`config.mk`:
```
export PLATFORM = sky130hd
export DESIGN_NAME = ped_request
export DESIGN_NICKNAME = d
export VERILOG_FILES = /design/src/rtl/traffic_pkg.sv /design/src/rtl/btn_debounce.sv /design/src/rtl/ped_request.sv
export SDC_FILE = /design/constraint.sdc
export NUM_CORES = 1
export LEC_CHECK = 0
export BUFFER_PORTS_ARGS = -buffer_cell sky130_fd_sc_hd__buf_2
export CORE_ASPECT_RATIO = 0.6
export CORE_MARGIN = 3
export CORE_UTILIZATION = 25
export CTS_BUF_LIST = sky130_fd_sc_hd__clkbuf_4
export CTS_CLUSTER_SIZE = 16
export DETAILED_ROUTE_END_ITERATION = 10
export SYNTH_ARGS = -nofsm -noshare
export SYNTH_HDL_FRONTEND = slang
export SYNTH_SLANG_ARGS = --single-unit
```
`constraint.sdc`:
```
create_clock -name sys_clkp -period 2.1 [get_ports sys_clkp]
set_input_delay 0.21 -clock sys_clkp [delete_from_list [all_inputs] [get_ports sys_clkp]]
set_output_delay 0.21 -clock sys_clkp [all_outputs]
set_load 0.01 [all_outputs]
```
`src/rtl/traffic_pkg.sv`:
```
// Shared traffic-controller definitions: light encodings, pedestrian FSM states
// and the width of the served-walk counter.
package traffic_pkg;

    typedef enum logic [2:0] {
        Red    = 3'd0,
        Green  = 3'd1,
        Yellow = 3'd2,
        On     = 3'd3,
        Off    = 3'd4
    } light_t;

    typedef enum logic [1:0] {
        IDLE     = 2'd0,
        PENDING  = 2'd1,
        SERVING  = 2'd2,
        COOLDOWN = 2'd3
    } ped_state_t;

    localparam int SERVED_W = 8;
    localparam logic [SERVED_W-1:0] SERVED_MAX = '1;

endpackage

```
`src/rtl/btn_debounce.sv`:
```
// Two-flop synchroniser followed by a consecutive-sample debouncer; rise is a
// registered single-cycle pulse on each accepted low-to-high transition.
module btn_debounce #(
    parameter int DEBOUNCE_CYCLES = 16
) (
    input  logic sys_clkp,
    input  logic reset,
    input  logic din,
    output logic dout,
    output logic rise
);

    localparam logic [15:0] CNT_LAST = 16'(DEBOUNCE_CYCLES - 1);

    logic [1:0]  sync_reg;
    logic        db_reg;
    logic        db_dly_reg;
    logic        rise_reg;
    logic [15:0] cnt_reg;

    always_ff @(posedge sys_clkp) begin
        if (reset) begin
            sync_reg   <= '0;
            db_reg     <= 1'b0;
            db_dly_reg <= 1'b0;
            rise_reg   <= 1'b0;
            cnt_reg    <= '0;
        end else begin
            sync_reg <= {sync_reg[0], din};
            // Any sample that agrees with the accepted level restarts the run.
            if (sync_reg[1] != db_reg) begin
                if (cnt_reg == CNT_LAST) begin
                    db_reg  <= sync_reg[1];
                    cnt_reg <= '0;
                end else begin
                    cnt_reg <= cnt_reg + 16'd1;
                end
            end else begin
                cnt_reg <= '0;
            end
            db_dly_reg <= db_reg;
            rise_reg   <= db_reg & ~db_dly_reg;
        end
    end

    assign dout = db_reg;
    assign rise = rise_reg;

endmodule

```
`src/rtl/ped_request.sv`:
```
// Pedestrian request front-end: debounced button -> request FSM -> ped_req/wait_led.
// Define PED_REQUEST_BLINK_EN to make wait_led blink while a request is pending.
module ped_request
    import traffic_pkg::*;
#(
    parameter int DEBOUNCE_CYCLES = 16,
    parameter int COOLDOWN_CYCLES = 32,
    parameter int BLINK_HALF      = 8
) (
    input  logic                sys_clkp,
    input  logic                reset,
    input  logic                button,
    input  logic                walk_on,
    output logic                ped_req,
    output logic                wait_led,
    output logic [SERVED_W-1:0] served_cnt,
    output logic [1:0]          state_o
);

    localparam logic [15:0] COOL_LAST = 16'(COOLDOWN_CYCLES - 1);

    if (DEBOUNCE_CYCLES < 2 || DEBOUNCE_CYCLES > 65535) begin : g_bad_debounce
        $error("DEBOUNCE_CYCLES out of range");
    end
    if (COOLDOWN_CYCLES < 1 || COOLDOWN_CYCLES > 65535) begin : g_bad_cooldown
        $error("COOLDOWN_CYCLES out of range");
    end
    if (BLINK_HALF < 1 || BLINK_HALF > 65535) begin : g_bad_blink
        $error("BLINK_HALF out of range");
    end

    logic btn_db;
    logic btn_rise;
    logic press;

    btn_debounce #(
        .DEBOUNCE_CYCLES(DEBOUNCE_CYCLES)
    ) u_btn_debounce (
        .sys_clkp(sys_clkp),
        .reset   (reset),
        .din     (button),
        .dout    (btn_db),
        .rise    (btn_rise)
    );

    // The debounced level cannot fall within a rise pulse; qualifying keeps the intent explicit.
    assign press = btn_rise & btn_db;

    ped_state_t          state_reg, state_next;
    logic [15:0]         cool_cnt_reg, cool_cnt_next;
    logic [SERVED_W-1:0] served_reg, served_next;
    logic                ped_req_reg;
    logic                walk_q_reg;
    logic                walk_rise;
    logic                walk_fall;

    assign walk_rise = walk_on & ~walk_q_reg;
    assign walk_fall = ~walk_on & walk_q_reg;

    always_ff @(posedge sys_clkp) begin
        if (reset) begin
            state_reg    <= IDLE;
            cool_cnt_reg <= '0;
            served_reg   <= '0;
            ped_req_reg  <= 1'b0;
            walk_q_reg   <= 1'b0;
        end else begin
            state_reg    <= state_next;
            cool_cnt_reg <= cool_cnt_next;
            served_reg   <= served_next;
            ped_req_reg  <= (state_reg == PENDING);
            walk_q_reg   <= walk_on;
        end
    end

    always_comb begin
        state_next    = state_reg;
        cool_cnt_next = cool_cnt_reg;
        served_next   = served_reg;
        unique case (state_reg)
            // A walk edge coinciding with the press is consumed here, never counted as service.
            IDLE: begin
                if (press) begin
                    state_next = PENDING;
                end
            end
            PENDING: begin
                if (walk_rise) begin
                    state_next = SERVING;
                end
            end
            SERVING: begin
                if (walk_fall) begin
                    state_next    = COOLDOWN;
                    cool_cnt_next = '0;
                    if (served_reg != SERVED_MAX) begin
                        served_next = served_reg + 1'b1;
                    end
                end
            end
            COOLDOWN: begin
                if (cool_cnt_reg == COOL_LAST) begin
                    state_next    = IDLE;
                    cool_cnt_next = '0;
                end else begin
                    cool_cnt_next = cool_cnt_reg + 16'd1;
                end
            end
            default: begin
                state_next = IDLE;
            end
        endcase
    end

`ifdef PED_REQUEST_BLINK_EN
    localparam logic [15:0] BLINK_LAST = 16'(BLINK_HALF - 1);

    logic [15:0] blink_cnt_reg;
    logic        wait_led_reg;

    // Phase is restarted whenever ped_req is still low, so the lamp leads with a full lit half-period.
    always_ff @(posedge sys_clkp) begin
        if (reset) begin
            blink_cnt_reg <= '0;
            wait_led_reg  <= 1'b0;
        end else if (state_reg == PENDING) begin
            if (!ped_req_reg) begin
                blink_cnt_reg <= '0;
                wait_led_reg  <= 1'b1;
            end else if (blink_cnt_reg == BLINK_LAST) begin
                blink_cnt_reg <= '0;
                wait_led_reg  <= ~wait_led_reg;
            end else begin
                blink_cnt_reg <= blink_cnt_reg + 16'd1;
            end
        end else begin
            blink_cnt_reg <= '0;
            wait_led_reg  <= 1'b0;
        end
    end

    assign wait_led = wait_led_reg;
`else
    assign wait_led = ped_req_reg;
`endif

    assign ped_req    = ped_req_reg;
    assign served_cnt = served_reg;
    assign state_o    = state_reg;

endmodule

```
# After elaboration in Yosys (flattened, before gate mapping)
# Cells that the tools add are included.
# word_totals
reg_bits	49
inputBits	4
output_inout_bits	12
# op_classes
n_addsub	3
eq_ne	11
mux	8
bitwise	8
reduce_logical	7
# op_table
operator	count
adder 16 x 1 -> 16 bit (second input constant)	2
2-to-1 mux 16 bit	2
one-hot mux 16 bit (2 select lines)	1
== test 16 x 4 -> 1 bit (second input constant)	1
== test 16 x 5 -> 1 bit (second input constant)	1
adder 8 x 1 -> 8 bit (second input constant)	1
2-to-1 mux 2 bit	4
inequality test 2 bit (second input constant)	4
inequality test 8 bit (second input constant)	1
one-hot mux 2 bit (4 select lines)	1
AND 1 bit	4
== test 2 bit (second input constant)	2
NOT 1 bit	4
AND reduction 2 bit	2
AND reduction 4 bit	1
AND reduction 3 bit	1
OR reduction 3 bit	1
== test 2 x 1 -> 1 bit (second input constant)	1
logical NOT 2 bit	1
nonzero test 2 bit	1
inequality test 1 bit	1

# Logic depth before layout (Yosys ltp)
# Gate-level depths: netlist (run 1).
# logic_depth
depth_word	4
mapped_depth	7
depth_no_buf	7

# By module
# A second synthesis (run 1) with hierarchy kept.
# unflattened
hier_cells	269
hier_area_um2	2414.8
# modules_own_cells
mod	n_inst	cells_each	area_each_um2	seq_area_each_um2
ped_request	1	176	1516.5	560.5
btn_debounce	1	93	898.4	420.4

# Worst setup path after synthesis (run 1)
# No wires, ideal clock.
# synth_path
path_type	register to register
startpoint	reg cool_cnt_reg[0]
endpoint	reg cool_cnt_reg[3]
setup_time_ns	0.074
arrival_time_ns	1.715
path_slack_ns	0.311
path_stages_with_launch	8
n_path_buf	1
cell_sequence	dfxtp_1 ha_1 and4_4 and4_1 buf_6 or2_1 or3_1 a31oi_1
# synth_between
elab_chain_len	3
# synth_rtl
item	line_no	text
start, declared	ped_request.sv:50	logic [15:0] cool_cnt_reg, cool_cnt_next;
start signal, assigned	ped_request.sv:69	cool_cnt_reg <= cool_cnt_next;
adder 16 x 1 -> 16 bit or == test 16 x 5 -> 1 bit (tied branches)	ped_request.sv:106, ped_request.sv:102	
2-to-1 mux 16 bit *	ped_request.sv:102	if (cool_cnt_reg == COOL_LAST) begin
one-hot mux 16 bit (2 select lines) *	ped_request.sv:80	unique case (state_reg)
# Every way passes the cells marked *; elsewhere a longest branch is shown, timed or not.
# A chain may end at the register's enable or synchronous reset.

# Final worst setup path (run 1)
# layout_path
startpoint	reg cool_cnt_reg[0]
endpoint	reg cool_cnt_reg[7]
# Same word-level chain as after synthesis.

==> results of run 1 <==
[where the power goes]
group	internal (W)	switching, W
Sequential	0.000951	0.0000176
Combinational	0.0000703	0.0000990
Clock	0.000133	0.000315
Total	0.00115	0.000432
[stage by stage]
| stage | util | total power [W] | instances |
|---|---|---|---|
| after floorplan | - | 0.00110 | 261 |
| after global placement | 0.287 | 0.00115 | 386 |
| after detailed placement | 0.287 | 0.00116 | 386 |
| after CTS | 0.293 | 0.00162 | 394 |
| after global routing | 0.295 | 0.00166 | 394 |
| final | 0.295 | 0.00159 | 394 |
[worst paths after layout]
path              slack (ns)                         end                       from  depth (start not counted)
setup / recovery        0.11             cool_cnt_reg[7]            cool_cnt_reg[0]                          6
hold / removal          0.06  u_btn_debounce.sync_reg[0]                     button                          2
setup reg to reg        0.11             cool_cnt_reg[7]            cool_cnt_reg[0]                          6
hold reg to reg         0.40         u_btn_debounce.rise  u_btn_debounce.db_dly_reg                          1
[layout by cell type (no fill, tap or decap), drive strengths merged, types with 8 or more instances in the layout]
cell / Yosys / layout
nand4: 11 / 11
nand2: 18 / 18
xnor2: 8 / 8
nand3: 13 / 13
nor3: 11 / 11
ha: 8 / 8
nor2: 35 / 35
dfxtp: 49 / 49
a21oi: 13 / 13
buf: 4 / 21
xor2: 12 / 12
[area by class of cell]
class	instances	area, sq um
Clock buffer	5	37.5
Clock inverter	3	21.3
Fill cell	918	6120
Inverter	6	22.5
Multi-Input combinational cell	198	1240
Sequential cell	49	981
Tap cell	112	140
Timing Repair Buffer	21	120
[per-layer routing]
metal / part of all wire / up-vias / GRT usage
met3: 0.033 / 2 / 0.0261
li1: - / 973 / -
met5: 0 / - / 0
met4: 0.0039 / 0 / 0.0189
met1: 0.57 / 887 / 0.148
met2: 0.40 / 35 / 0.134
[critical path: cells and delay by family (launching register included)]
kind	cells	cell delay (ns)
AO/OA/AOI/OAI	1	0.32
adder cells (fa/ha/maj)	1	0.24
flip-flops	1	0.41
AND/OR/NAND/NOR	4	0.92
[cells by family (layout without fill, tap and decap cells)]
kind of cell    after synthesis  count (layout)  share of synthesized area
mux                           5               5                     0.0220
flops                        49              49                      0.431
buf+inv                      14              35                     0.0313
simple gates                129             129                      0.297
xor+xnor                     20              20                     0.0769
fa+ha+maj                     8               8                     0.0439
compound gates               36              36                     0.0983
[repair_timing]
item	CTS	global route
endpoints found under the setup margin	0	7
hold buffers	0	0
gates resized for setup	0	3
buffers inserted	0	0
==> metrics.md, run 1 <==
| Metric | Value |
|---|---|
| Ys async rst share | `0` |
| Area growth, synth to finish | `12.4%` |
| Die area | `10300 sq um` |
| Synthesized cell area | `2280 sq um` |
| Worst-Skew Late Latency | `0.36 ns` |
| Post-layout min period | `1.99 ns` |
| Clk buf depth | `2` |
| CP Capture Type | `register` |
| Max_slew headroom | `0.684` |
| Worst-Margin Slew | `0.472 ns` |
| Number of cells produced by synthesis | `261` |
| Initial antenna violation count | `0` |
| CP max stage delay | `0.41 ns` |
| Worst-path fanout max | `8` |
| Clock Pin Slew Worst Setup and Hold Paths | `0.15 ns` |
| Top-count cell post-synth | `dfxtp_1` |
| Final setup margin | `0.114 ns` |
| Crit share post-route | `0.946` |
| Worst Path Required | `2.36 ns` |
| Power density over cell area | `619 nW/um^2` |
| Worst hold path type | `in -> reg` |
| First-pass GRT wire length | `8230 um` |
| Placed cell areas | `2490 sq um` |
| Synth top area share | `0.431` |
| Layout cells sized above 1 | `0.117` |
| DR vias/cell | `4.81` |
| Final nets | `293` |
| Leak pwr | `0.935 nW` |
| Max Slew Vio Count | `0` |
| HPWL reported at the end of detailed placement | `3540 um` |
| Max Cap Viol | `0` |
| RSZ-0062 raised after global routing | `false` |
| CP arrival | `2.25 ns` |
| Core Box Area | `8690 sq um` |
| Design Area, Final | `2560 sq um` |
| Synth cell count leaders | `49 x dfxtp_1, 35 x nor2_1, 18 x nand2_1` |
| Yosys top cell by area | `dfxtp_1` |
| # rows | `26` |
| Ys flop type | `dfxtp_1` |
| Syn_area_per_cell | `8.73 sq um` |
| GRT Overall Usage | `0.0969` |
| Status | `finished clean` |
| Seq cells post-synth | `49` |
| TritonCTS buffer count | `5` |
| Antenna Nets Post-Route | `0` |
| Seq/Total Area, Yosys | `0.431` |
| Cell variety after synth | `38` |
| Clk sinks | `49` |
| Vias in the first global route | `1676` |
| Die Span Y | `79.9 um` |
| 1st-iter DRT viols | `111` |
| Fmax | `504 MHz` |
| Post-Route WL | `4840 um` |
| Critical setup path kind | `reg -> reg` |
| Setup TNS | `0 ns` |
| Residual DRC count | `0` |
| Root buf cell | `clkbuf_4` |
| Hold_ws | `0.0560 ns` |
| Grt ovf | `0` |
| Pre-CTS setup slack | `0.101 ns` |
| Port Buffers | `15` |
| Final Setup Violations | `0` |
| Largest net degree at the start of global routing | `17` |
| CTS H-tree depth | `2` |
| Critical path startpoint category | `register` |
| Clock skew | `0.00805 ns` |
| DIE WIDTH | `129 um` |
| Initial Utilization | `0.262` |
| VDD IR max | `0.294 mV` |
| Syn Nets | `273` |
| Final Hold Fails | `0` |
| Ys Warns | `0` |
| Diodes inserted | `0` |
| EDFF count, synth | `0` |
| Drt first pass iters | `4` |
| Critical path cell sequence | `ha_1 > and4_4 > and4_2 > nor2_1 > and4_1 > a311o_1` |
| CP max-delay cell | `dfxtp_1` |
| GPL Wtd Cong | `0.769` |
| Routed wire per std cell | `12.3 um` |
| I/O pin total | `16` |
| CTS tree | `done` |
| Synth area leaders | `dfxtp_1 43%, nor2_1 5.8%, xor2_1 4.6%, ha_1 4.4%, xnor2_1 3.1%` |
| Vias | `1897` |
No activity file was read; power rests on OpenSTA's default activity.
==> inputs of run 2 (changes only) <==
--- a/config.mk
+++ b/config.mk
@@ -12,6 +12,7 @@
 export CTS_BUF_LIST = sky130_fd_sc_hd__clkbuf_4
 export CTS_CLUSTER_SIZE = 16
 export DETAILED_ROUTE_END_ITERATION = 10
+export PLACE_DENSITY = 0.49
 export SYNTH_ARGS = -nofsm -noshare
 export SYNTH_HDL_FRONTEND = slang
 export SYNTH_SLANG_ARGS = --single-unit
==> constraint.sdc (replaced) <==
create_clock -name sys_clkp -period 2.3 [get_ports sys_clkp]
set_input_delay 0.23 -clock sys_clkp [delete_from_list [all_inputs] [get_ports sys_clkp]]
set_output_delay 0.23 -clock sys_clkp [all_outputs]
set_load 0.05 [all_outputs]
==> metrics.md, run 2 (synthesis results as in run 1) <==
| Metric | Value |
|---|---|
| Status | `finished clean` |
| Post-Layout Cell Count | `393` |
| Critical path cell sequence | `ha_1 > and4_4 > and4_1 > nor2_1 > and4_1 > a311o_1` |
| Final nets | `292` |
| Leak pwr | `0.928 nW` |
| Sequential cell area | `981 sq um` |
| Initial antenna violation count | `0` |
| DR vias/cell | `4.75` |
| Critical setup path kind | `reg -> reg` |
| # rows | `26` |
| Final Hold Fails | `0` |
| Clock Pin Slew Worst Setup and Hold Paths | `0.15 ns` |
| Commonest non-fill, non-tap cell in the layout | `dfxtp_1` |
| Reg2reg path depth | `6` |
| Post-CTS sizing | `0` |
| CP max-delay cell | `dfxtp_1` |
| Residual DRC count | `0` |
| GRT Overall Usage | `0.101` |
| CP arrival | `2.26 ns` |
| CP max stage delay | `0.40 ns` |
| Max Cap Viol | `0` |
| Worst hold path type | `in -> reg` |
| Setup Buffers After CTS | `0` |
| Fmax | `504 MHz` |
| VDD IR max | `0.221 mV` |
| Hold path depth | `2` |
| Clk sinks | `49` |
| Post-Route WL | `5030 um` |
| Critical path startpoint category | `register` |
| Hold_buf cts | `0` |
| Power density over cell area | `599 nW/um^2` |
| Worst Path Required | `2.58 ns` |
| Die area | `10300 sq um` |
| Clk buf depth | `2` |
| Setup TNS | `0 ns` |
| Multi-input logic area | `1230 sq um` |
| Worst-Margin Slew | `0.543 ns` |
| HPWL reported at the end of detailed placement | `3660 um` |
| 1st-iter DRT viols | `181` |
| Most frequent CP cell | `and4_1` |
| Vias | `1865` |
| Fill cell count | `906` |
| Commonest non-fill, non-tap cells in the layout | `49 x dfxtp_1, 35 x nor2_1, 18 x nand2_1` |
| Port Buffers | `15` |
| Initial Utilization | `0.262` |
| RSZ-0062 raised after global routing | `false` |
| CP Capture Type | `register` |
| Max Slew Vio Count | `0` |
| Crit share post-route | `0.862` |
| Vias in the first global route | `1632` |
| Post-layout min period | `1.98 ns` |
| Routed wire per std cell | `12.8 um` |
| Root buf cell | `clkbuf_4` |
| Post-Place Cells | `385` |
| CTS tree | `done` |
| GPL Wtd Cong | `0.939` |
| Grt ovf | `0` |
| TritonCTS buffer count | `5` |
| Layout cells sized above 1 | `0.107` |
| I/O pin total | `16` |
| CTS H-tree depth | `2` |
| DIE WIDTH | `129 um` |
| Core Box Area | `8690 sq um` |
| Diodes inserted | `0` |
| Worst-Skew Late Latency | `0.37 ns` |
| Final Setup Violations | `0` |
| Antenna Nets Post-Route | `0` |
| Die Span Y | `79.9 um` |
| Drt first pass iters | `4` |
| Area growth, synth to finish | `11.6%` |
| Worst-path fanout max | `8` |
| Largest net degree at the start of global routing | `17` |
| Clock skew | `0.0159 ns` |
| Max_slew headroom | `0.636` |
| First-pass GRT wire length | `8210 um` |
run 2: per-stage QoR:
step	cell area [sq um]	hold WS (ns)	worst slack [ns]	total power, W	util
after floorplan	2280	0.358	0.176	0.00107	-
after global placement	2480	0.371	0.395	0.00111	0.286
after detailed placement	2480	0.383	0.370	0.00112	0.286
after CTS	2540	0.0375	0.336	0.00155	0.293
after global routing	2540	0.0389	0.175	0.00160	0.293
final	2540	0.0648	0.317	0.00152	0.293
run 2: worst paths after layout:
| check | startpoint | slack (ns) | end |
|---|---|---|---|
| setup reg to reg | cool_cnt_reg[0] | 0.32 | cool_cnt_reg[7] |
| hold / removal | button | 0.06 | u_btn_debounce.sync_reg[0] |
| setup / recovery | cool_cnt_reg[0] | 0.32 | cool_cnt_reg[7] |
| hold reg to reg | u_btn_debounce.db_dly_reg | 0.39 | u_btn_debounce.rise |
run 2: layout make-up:
type                            count  share of cell area
Clock buffer                        7              0.0207
Clock inverter                      1             0.00295
Inverter                            6             0.00886
Multi-Input combinational cell    198               0.482
Sequential cell                    49               0.386
Tap cell                          112              0.0551
Timing Repair Buffer               20              0.0443
run 2: worst max-delay path, delay by kind of cell, from the launching register on:
kind                     cells  cell delay, ns
adder cells (fa/ha/maj)      1            0.23
flip-flops                   1            0.40
AO/OA/AOI/OAI                1            0.30
AND/OR/NAND/NOR              4            0.94
run 2: per-layer routing:
layer  wire length, um  global-route usage
met2              1830               0.122
met3               348              0.0368
met5                 0                   0
met1              2790               0.158
met4                63              0.0346
run 2: power breakdown:
part           switching (W)  leakage [nW]  total [W]  internal [W]
Clock               0.000282        0.0324   0.000427      0.000145
Sequential         0.0000164         0.395   0.000884      0.000868
Combinational       0.000149         0.501   0.000213     0.0000632
